`src/rtl/dds_ctrl_if.sv`:
```
`default_nettype none
// +--------------------------------------------------------------------+
// | Module      : dds_ctrl_if                                          |
// | Description : Host command channel and waveform byte stream        |
// |               feeding the DDS controller.                          |
// | Revision    : 1.0 - initial release                                |
// +--------------------------------------------------------------------+
interface dds_ctrl_if;
    // Host command channel
    logic        cmd_valid;
    logic        cmd_ready;
    logic [1:0]  cmd_op;
    logic [31:0] cmd_data;

    // Waveform byte stream
    logic        lut_valid;
    logic        lut_ready;
    logic [7:0]  lut_data;

    modport master (
        output cmd_valid, cmd_op, cmd_data, lut_valid, lut_data,
        input  cmd_ready, lut_ready
    );

    modport slave (
        input  cmd_valid, cmd_op, cmd_data, lut_valid, lut_data,
        output cmd_ready, lut_ready
    );
endinterface
`default_nettype wire

```
`src/rtl/dds_ctrl.sv`:
```
`default_nettype none
// +--------------------------------------------------------------------+
// | Module      : dds_ctrl                                             |
// | Description : DDS controller - phase step programming, waveform    |
// |               LUT loading and linear frequency sweep.              |
// | Revision    : 1.0 - initial release                                |
// +--------------------------------------------------------------------+
module dds_ctrl #(
    parameter int LUT_DEPTH = 4096
) (
    input  wire         clk,
    input  wire         reset,
    dds_ctrl_if.slave   bus,
    output logic [7:0]  dds_cfg,
    output logic        dds_cfg_ce,
    output logic [31:0] dds_step,
    output logic [1:0]  state,
    output logic        load_done,
    output logic        sweep_done
);

    typedef enum logic [1:0] {
        ST_IDLE  = 2'd0,
        ST_RUN   = 2'd1,
        ST_LOAD  = 2'd2,
        ST_SWEEP = 2'd3
    } state_t;

    localparam logic [1:0] OP_SET_STEP    = 2'd0;
    localparam logic [1:0] OP_LOAD_LUT    = 2'd1;
    localparam logic [1:0] OP_SET_STOP    = 2'd2;
    localparam logic [1:0] OP_START_SWEEP = 2'd3;

    localparam int              CNT_W     = $clog2(LUT_DEPTH);
    localparam logic [CNT_W-1:0] LAST_BYTE = CNT_W'(LUT_DEPTH - 1);

    state_t             cur_state, next_state;
    logic [31:0]        step_next;
    logic [31:0]        saved_step, saved_next;
    logic [31:0]        stop_step, stop_next;
    logic [CNT_W-1:0]   byte_cnt, byte_cnt_next;
    // The byte counter wraps to 0 on the last byte, so a separate flag
    // remembers that the full table has been taken.
    logic               load_full, load_full_next;
    logic [15:0]        dwell, dwell_next;
    logic [15:0]        dwell_cnt, dwell_cnt_next;
    logic [15:0]        inc, inc_next;
    logic               load_done_next;
    logic               sweep_done_next;
    logic [32:0]        sum;
    logic               cmd_fire;
    logic               lut_fire;

    assign bus.cmd_ready = (cur_state != ST_LOAD);
    assign bus.lut_ready = (cur_state == ST_LOAD) && !load_full;
    assign cmd_fire      = bus.cmd_valid && bus.cmd_ready;
    assign lut_fire      = bus.lut_valid && bus.lut_ready;
    assign state         = cur_state;

    // FSM state register
    always_ff @(posedge clk) begin
        if (reset) begin
            cur_state <= ST_IDLE;
        end else begin
            cur_state <= next_state;
        end
    end

    // Next-state and datapath decisions; host commands override the
    // per-state behaviour because they are applied last.
    always_comb begin
        next_state      = cur_state;
        step_next       = dds_step;
        saved_next      = saved_step;
        stop_next       = stop_step;
        byte_cnt_next   = byte_cnt;
        load_full_next  = load_full;
        dwell_next      = dwell;
        dwell_cnt_next  = dwell_cnt;
        inc_next        = inc;
        load_done_next  = 1'b0;
        sweep_done_next = 1'b0;
        // 33-bit sum keeps the carry so a wrapping step still clamps.
        sum             = {1'b0, dds_step} + {17'd0, inc};

        case (cur_state)
            ST_LOAD: begin
                if (lut_fire) begin
                    byte_cnt_next = byte_cnt + 1'b1;
                    if (byte_cnt == LAST_BYTE) begin
                        load_full_next = 1'b1;
                        load_done_next = 1'b1;
                    end
                end
                // Final byte is being written this cycle; resume afterwards.
                if (load_full) begin
                    load_full_next = 1'b0;
                    step_next      = saved_step;
                    next_state     = (saved_step != 32'd0) ? ST_RUN : ST_IDLE;
                end
            end
            ST_SWEEP: begin
                if (dwell_cnt == 16'd0) begin
                    if (sum >= {1'b0, stop_step}) begin
                        step_next       = stop_step;
                        sweep_done_next = 1'b1;
                        next_state      = (stop_step != 32'd0) ? ST_RUN : ST_IDLE;
                    end else begin
                        step_next      = sum[31:0];
                        dwell_cnt_next = dwell;
                    end
                end else begin
                    dwell_cnt_next = dwell_cnt - 16'd1;
                end
            end
            default: ;
        endcase

        if (cmd_fire) begin
            case (bus.cmd_op)
                OP_SET_STEP: begin
                    step_next       = bus.cmd_data;
                    sweep_done_next = 1'b0;
                    next_state      = (bus.cmd_data != 32'd0) ? ST_RUN : ST_IDLE;
                end
                OP_LOAD_LUT: begin
                    saved_next      = dds_step;
                    step_next       = 32'd0;
                    byte_cnt_next   = '0;
                    load_full_next  = 1'b0;
                    sweep_done_next = 1'b0;
                    next_state      = ST_LOAD;
                end
                OP_SET_STOP: begin
                    stop_next = bus.cmd_data;
                end
                OP_START_SWEEP: begin
                    dwell_next      = bus.cmd_data[31:16];
                    inc_next        = bus.cmd_data[15:0];
                    dwell_cnt_next  = bus.cmd_data[31:16];
                    step_next       = dds_step;
                    sweep_done_next = 1'b0;
                    next_state      = ST_SWEEP;
                end
            endcase
        end
    end

    // Registered datapath and output strobes
    always_ff @(posedge clk) begin
        if (reset) begin
            dds_step   <= 32'd0;
            saved_step <= 32'd0;
            stop_step  <= 32'd0;
            byte_cnt   <= '0;
            load_full  <= 1'b0;
            dwell      <= 16'd0;
            dwell_cnt  <= 16'd0;
            inc        <= 16'd0;
            dds_cfg    <= 8'd0;
            dds_cfg_ce <= 1'b0;
            load_done  <= 1'b0;
            sweep_done <= 1'b0;
        end else begin
            dds_step   <= step_next;
            saved_step <= saved_next;
            stop_step  <= stop_next;
            byte_cnt   <= byte_cnt_next;
            load_full  <= load_full_next;
            dwell      <= dwell_next;
            dwell_cnt  <= dwell_cnt_next;
            inc        <= inc_next;
            dds_cfg_ce <= lut_fire;
            if (lut_fire) begin
                dds_cfg <= bus.lut_data;
            end
            load_done  <= load_done_next;
            sweep_done <= sweep_done_next;
        end
    end

endmodule
`default_nettype wire

```
`src/flat_wrapper.sv`:
```
// flat-port wrapper written by rule: the top's interface ports become plain ports
module dds_ctrl_flat 
#(
    parameter int LUT_DEPTH = 4096
)
  (clk, reset, dds_cfg, dds_cfg_ce, dds_step, state, load_done, sweep_done, bus_cmd_valid, bus_cmd_op, bus_cmd_data, bus_lut_valid, bus_lut_data, bus_cmd_ready, bus_lut_ready);
  dds_ctrl_if bus_i ();
  input  wire clk;
  input  wire reset;
  output logic [7:0] dds_cfg;
  output logic dds_cfg_ce;
  output logic [31:0] dds_step;
  output logic [1:0] state;
  output logic load_done;
  output logic sweep_done;
  input wire logic [$bits(bus_i.cmd_valid)-1:0] bus_cmd_valid;
  input wire logic [$bits(bus_i.cmd_op)-1:0] bus_cmd_op;
  input wire logic [$bits(bus_i.cmd_data)-1:0] bus_cmd_data;
  input wire logic [$bits(bus_i.lut_valid)-1:0] bus_lut_valid;
  input wire logic [$bits(bus_i.lut_data)-1:0] bus_lut_data;
  output wire logic [$bits(bus_i.cmd_ready)-1:0] bus_cmd_ready;
  output wire logic [$bits(bus_i.lut_ready)-1:0] bus_lut_ready;
  assign bus_i.cmd_valid = bus_cmd_valid;
  assign bus_i.cmd_op = bus_cmd_op;
  assign bus_i.cmd_data = bus_cmd_data;
  assign bus_i.lut_valid = bus_lut_valid;
  assign bus_i.lut_data = bus_lut_data;
  assign bus_cmd_ready = bus_i.cmd_ready;
  assign bus_lut_ready = bus_i.lut_ready;
  dds_ctrl #(.LUT_DEPTH(LUT_DEPTH)) u_core (.clk(clk), .reset(reset), .bus(bus_i), .dds_cfg(dds_cfg), .dds_cfg_ce(dds_cfg_ce), .dds_step(dds_step), .state(state), .load_done(load_done), .sweep_done(sweep_done));
endmodule
```
`config.mk`:
```
export PLATFORM = sky130hd
export DESIGN_NAME = dds_ctrl_flat
export DESIGN_NICKNAME = d
export VERILOG_FILES = /design/src/rtl/dds_ctrl_if.sv /design/src/rtl/dds_ctrl.sv /design/src/flat_wrapper.sv
export SDC_FILE = /design/constraint.sdc
export NUM_CORES = 1
export LEC_CHECK = 0
export ABC_AREA = 1
export BUFFER_PORTS_ARGS = -buffer_cell sky130_fd_sc_hd__clkbuf_2
export CAP_MARGIN = 20
export CORE_MARGIN = 3
export CORE_UTILIZATION = 40
export DETAILED_ROUTE_END_ITERATION = 7
export GPL_TIMING_DRIVEN = 0
export PLACE_DENSITY_LB_ADDON = 0.08
export SLEW_MARGIN = 0
export SYNTH_ARGS = -nofsm -noshare
export SYNTH_HDL_FRONTEND = slang
export SYNTH_SLANG_ARGS = --single-unit
```
`constraint.sdc`:
```
create_clock -name clk -period 4.3 [get_ports clk]
set_clock_uncertainty 0.15 [all_clocks]
set_input_delay 0.215 -clock clk [delete_from_list [all_inputs] [get_ports clk]]
set_output_delay 0.215 -clock clk [all_outputs]
set_load 0.02 [all_outputs]
```
==> results.toml <==
[run_status]
status = "completed"

[cts]
cts.reportedPaths.clkPinSlew_ns = 0.08
num_cts_buffers = 17
cts.path.max_buffers = 2
cts.sink_count = 170
worstSkewPairLatency_ns = 0.45
ctsRootBufferMaster = "sky130_fd_sc_hd__clkbuf_16"
cts_tree = "built"
cts.htree.levels = 4

[final_layout]
finalCoreUtilization_pct = 52.0
final_layout_size_suffix_gt1_share_pct = 16.5
final_net_count = 1858
area.growth.synth_to_final_pct = 26.7
final_cells = 2104
antenna_diode_count = 0

[synth]
postSynthCellCount = 1583
dominantRegCellSynth = "sky130_fd_sc_hd__dfxtp_1"
mappedNetlistNets = 1680
netlist_area_sq_mm = 0.0104
async_reset_ff_share_pct = 0
synthMostInstantiatedCell = "sky130_fd_sc_hd__nand2_1"
synth_enable_flop_cells = 0
ys_seq_elements = 170
yosysWarningCount = 0
number_of_distinct_library_cell_variants_in_the_gate_level_netlist_after_synthesis = 43
most_numerous_cell_types_in_the_synthesized_netlist = "sky130_fd_sc_hd__nand2_1, sky130_fd_sc_hd__a21oi_1, sky130_fd_sc_hd__inv_1, sky130_fd_sc_hd__o21ai_0, sky130_fd_sc_hd__dfxtp_1"
avg_inst_size_synth_sq_um = 6.59
netlist.top_cell.by_area = "sky130_fd_sc_hd__dfxtp_1"
yosysTopAreaCellShare_pct = 32.6
post_synth_main_area_contributors = "sky130_fd_sc_hd__dfxtp_1, sky130_fd_sc_hd__a21oi_1, sky130_fd_sc_hd__nand2_1"
register_area_share_after_synthesis_pct = 32.6

[floorplan]
initial_utilization_pct = 41.1
fp.coreArea_sq_mm = 0.0254
placementRows = 58
die_area_sq_mm = 0.0280
die_width_um = 167
dieHeight_um = 167
pin_count = 93

[critical_path]
startpoint = "u_core.dds_step[1]$_SDFFE_PP0N_"
required_ns = 4.53
critical_path_source_type = "flip-flop"
crit_path_max_fanout = 10
endpoint_kind = "flip-flop"
worstSetupPathType = "reg -> reg"
reg2reg_depth = 27
critical_path.reg2reg.startpoint = "u_core.dds_step[1]$_SDFFE_PP0N_"
timing.critical_path.arrival_ns = 4.49

[power_and_ir_drop]
pwr_density_cell_mw_per_mm2 = 376
p_leak_nw = 5.44
max-vdd-ir-drop_mv = 0.254
power_mw = 4.97

[job]
cap_violations = 0

[timing]
unrepaired_setup_endpoints_after_global_routing = "true"
finalWorstPathRequiredPeriod_ns = 4.26
timing.final.max_slew_violations = 0
final.period_utilization_pct = 99.0
hold_viol = 0
fmax_mhz = 235
maxSlewHeadroom_pct = 40.9
worstMarginPinSlew_ns = 0.887
setup_viol = 0

[global_route]
largest_net_degree_at_the_start_of_global_routing = 19
grt_remaining_overflow = 0
first_global_vias = 11000
globalRouteTotalUtil_pct = 29.2
initial_antenna_violation_count = 1
global_route_wire_length_before_repair_um = 63900

[detailed_routing]
drt-initial-drc-count = 1085
routed_wl_um = 42900
detailedRoute.firstPassIterationCount = 6
vias_after_detailed_routing = 12000
drtAntennaViolNets = 0
drt_drc_violations_left = 0
route.detailed.wl_per_inst_um = 20.4
detail_route.vias_per_cell = 5.72

[placement]
gpl.final_weighted_congestion = 0.964
numPortBuffers = 92
detailed_place_hpwl_um = 31700
place_inst = 2006

[worst_hold_path]
min_path_type = "in -> reg"
min-delay-start = "bus_cmd_data[19]"
holdPathStages = 3
-- placed cells by master, fill, tap and decap left out, types with 15 or more instances in the layout --
cell	instances
sky130_fd_sc_hd__a21oi_1	211
sky130_fd_sc_hd__buf_4	24
sky130_fd_sc_hd__xor2_1	26
sky130_fd_sc_hd__nand4_1	26
sky130_fd_sc_hd__dfxtp_1	158
sky130_fd_sc_hd__nor2_1	141
sky130_fd_sc_hd__a21oi_2	26
sky130_fd_sc_hd__clkbuf_2	92
sky130_fd_sc_hd__o21bai_1	17
sky130_fd_sc_hd__clkbuf_1	72
sky130_fd_sc_hd__dlygate4sd3_1	36
sky130_fd_sc_hd__o21ai_0	163
sky130_fd_sc_hd__clkbuf_16	20
sky130_fd_sc_hd__nand2_1	245
sky130_fd_sc_hd__nor4_1	25
sky130_fd_sc_hd__ha_1	35
sky130_fd_sc_hd__nor3_1	19
sky130_fd_sc_hd__nand3_1	72
sky130_fd_sc_hd__inv_1	170
sky130_fd_sc_hd__nand2_2	21
sky130_fd_sc_hd__ha_4	15
-- what timing repair did --
action	4_1_cts	5_1_grt
pin swaps	16	42
setup endpoints to repair	51	51
cloned	0	3
gates resized for setup	53	118
hold buffers	36	0
endpoints found under the hold margin	82	0
buffers inserted	15	12
-- sequential cells by signal, summed over array words and instances, names as in the netlist, 2 cells and up --
signal,count
u_core.dds_cfg,8
u_core.stop_step,32
u_core.byte_cnt,12
u_core.inc,16
u_core.dwell_cnt,16
u_core.dds_step,32
u_core.saved_step,32
u_core.dwell,16
u_core.state,2
-- report_power, final --
part / switching, mW / leakage [nW] / internal (mW)
registers: 0.0935 / 1.39 / 1.66
logic: 1.06 / 3.77 / 0.596
clock network: 0.783 / 0.278 / 0.774
-- final cells by class --
type                    count  area, sq um
inverters                 178          671
multi-input cells        1154         6620
plain buffers              81          399
fillers                  2567        12200
well taps                 330          413
repair buffers            159         1120
clock buffers              17          425
flip-flops and latches    170         3420
clock inverters            15          150
-- final timing paths --
path                                                    endpoint  slack [ns]
worst max-delay path            u_core.dds_step[27]$_SDFFE_PP0N_        0.04
worst min register to register      u_core.dwell[5]$_SDFFE_PP0P_        0.31
worst min-delay path              u_core.dwell_cnt[3]$_SDFF_PP0_        0.03
worst max register to register  u_core.dds_step[27]$_SDFFE_PP0N_        0.04
-- critical path, cell delays in order, from the launching register on --
cell	delay, ns
sky130_fd_sc_hd__dfxtp_4	0.36
sky130_fd_sc_hd__buf_4	0.14
sky130_fd_sc_hd__ha_1	0.29
sky130_fd_sc_hd__nand3_1	0.08
sky130_fd_sc_hd__nand2_2	0.10
sky130_fd_sc_hd__nand3_1	0.09
sky130_fd_sc_hd__nand2_2	0.11
sky130_fd_sc_hd__inv_1	0.10
sky130_fd_sc_hd__o21ai_4	0.20
sky130_fd_sc_hd__nand4_1	0.13
sky130_fd_sc_hd__o21ai_2	0.14
sky130_fd_sc_hd__nand2_1	0.07
sky130_fd_sc_hd__nand2_1	0.11
sky130_fd_sc_hd__inv_1	0.05
sky130_fd_sc_hd__ha_1	0.28
sky130_fd_sc_hd__nand2_2	0.06
sky130_fd_sc_hd__nor2_4	0.09
sky130_fd_sc_hd__nand4_1	0.13
sky130_fd_sc_hd__nor2_2	0.20
sky130_fd_sc_hd__nand4_1	0.18
sky130_fd_sc_hd__nor2_2	0.19
sky130_fd_sc_hd__nor2_4	0.08
sky130_fd_sc_hd__nand3_4	0.17
sky130_fd_sc_hd__buf_8	0.17
sky130_fd_sc_hd__nor2_2	0.04
sky130_fd_sc_hd__o21bai_1	0.22
sky130_fd_sc_hd__nand2_1	0.09
sky130_fd_sc_hd__a21oi_1	0.14
-- routing by layer --
metal  track usage (%)  part of all wire (%)  routed length [um]  up-vias
met3              5.71                   8.2                3540       98
met4              10.4                   2.9                1250        2
met5                 0                 0.016                   7        -
li1                  -                     -                   -     5691
met1              40.0                    44               19000     5688
met2              45.9                    45               19200      548
-- kinds of logic (layout without fill, tap and decap cells) --
group / Yosys count / in the layout / share of synthesized area (%)
and+or+nand+nor: 591 / 591 / 24.3
AOI/OAI and AO/OA: 472 / 472 / 24.0
buffers and inverters: 259 / 450 / 9.51
DFF: 170 / 170 / 32.6
adders and majority gates: 51 / 51 / 6.19
xor gates and xnor gates: 40 / 40 / 3.36
-- through the flow --
step                hold slack, ns  setup TNS, ns  setup slack (ns)  instance area, sq um
floorplan                    0.200              0             0.177                 10400
global placement             0.299         -46.85             -1.05                 11300
finish                      0.0347              0            0.0412                 13200
detailed placement           0.304         -46.52             -1.03                 11300
global route                0.0359          -2.28           -0.0921                 13200
CTS                         0.0133              0         0.0000830                 12500
Note: power is estimated with default switching activity, not from simulation.
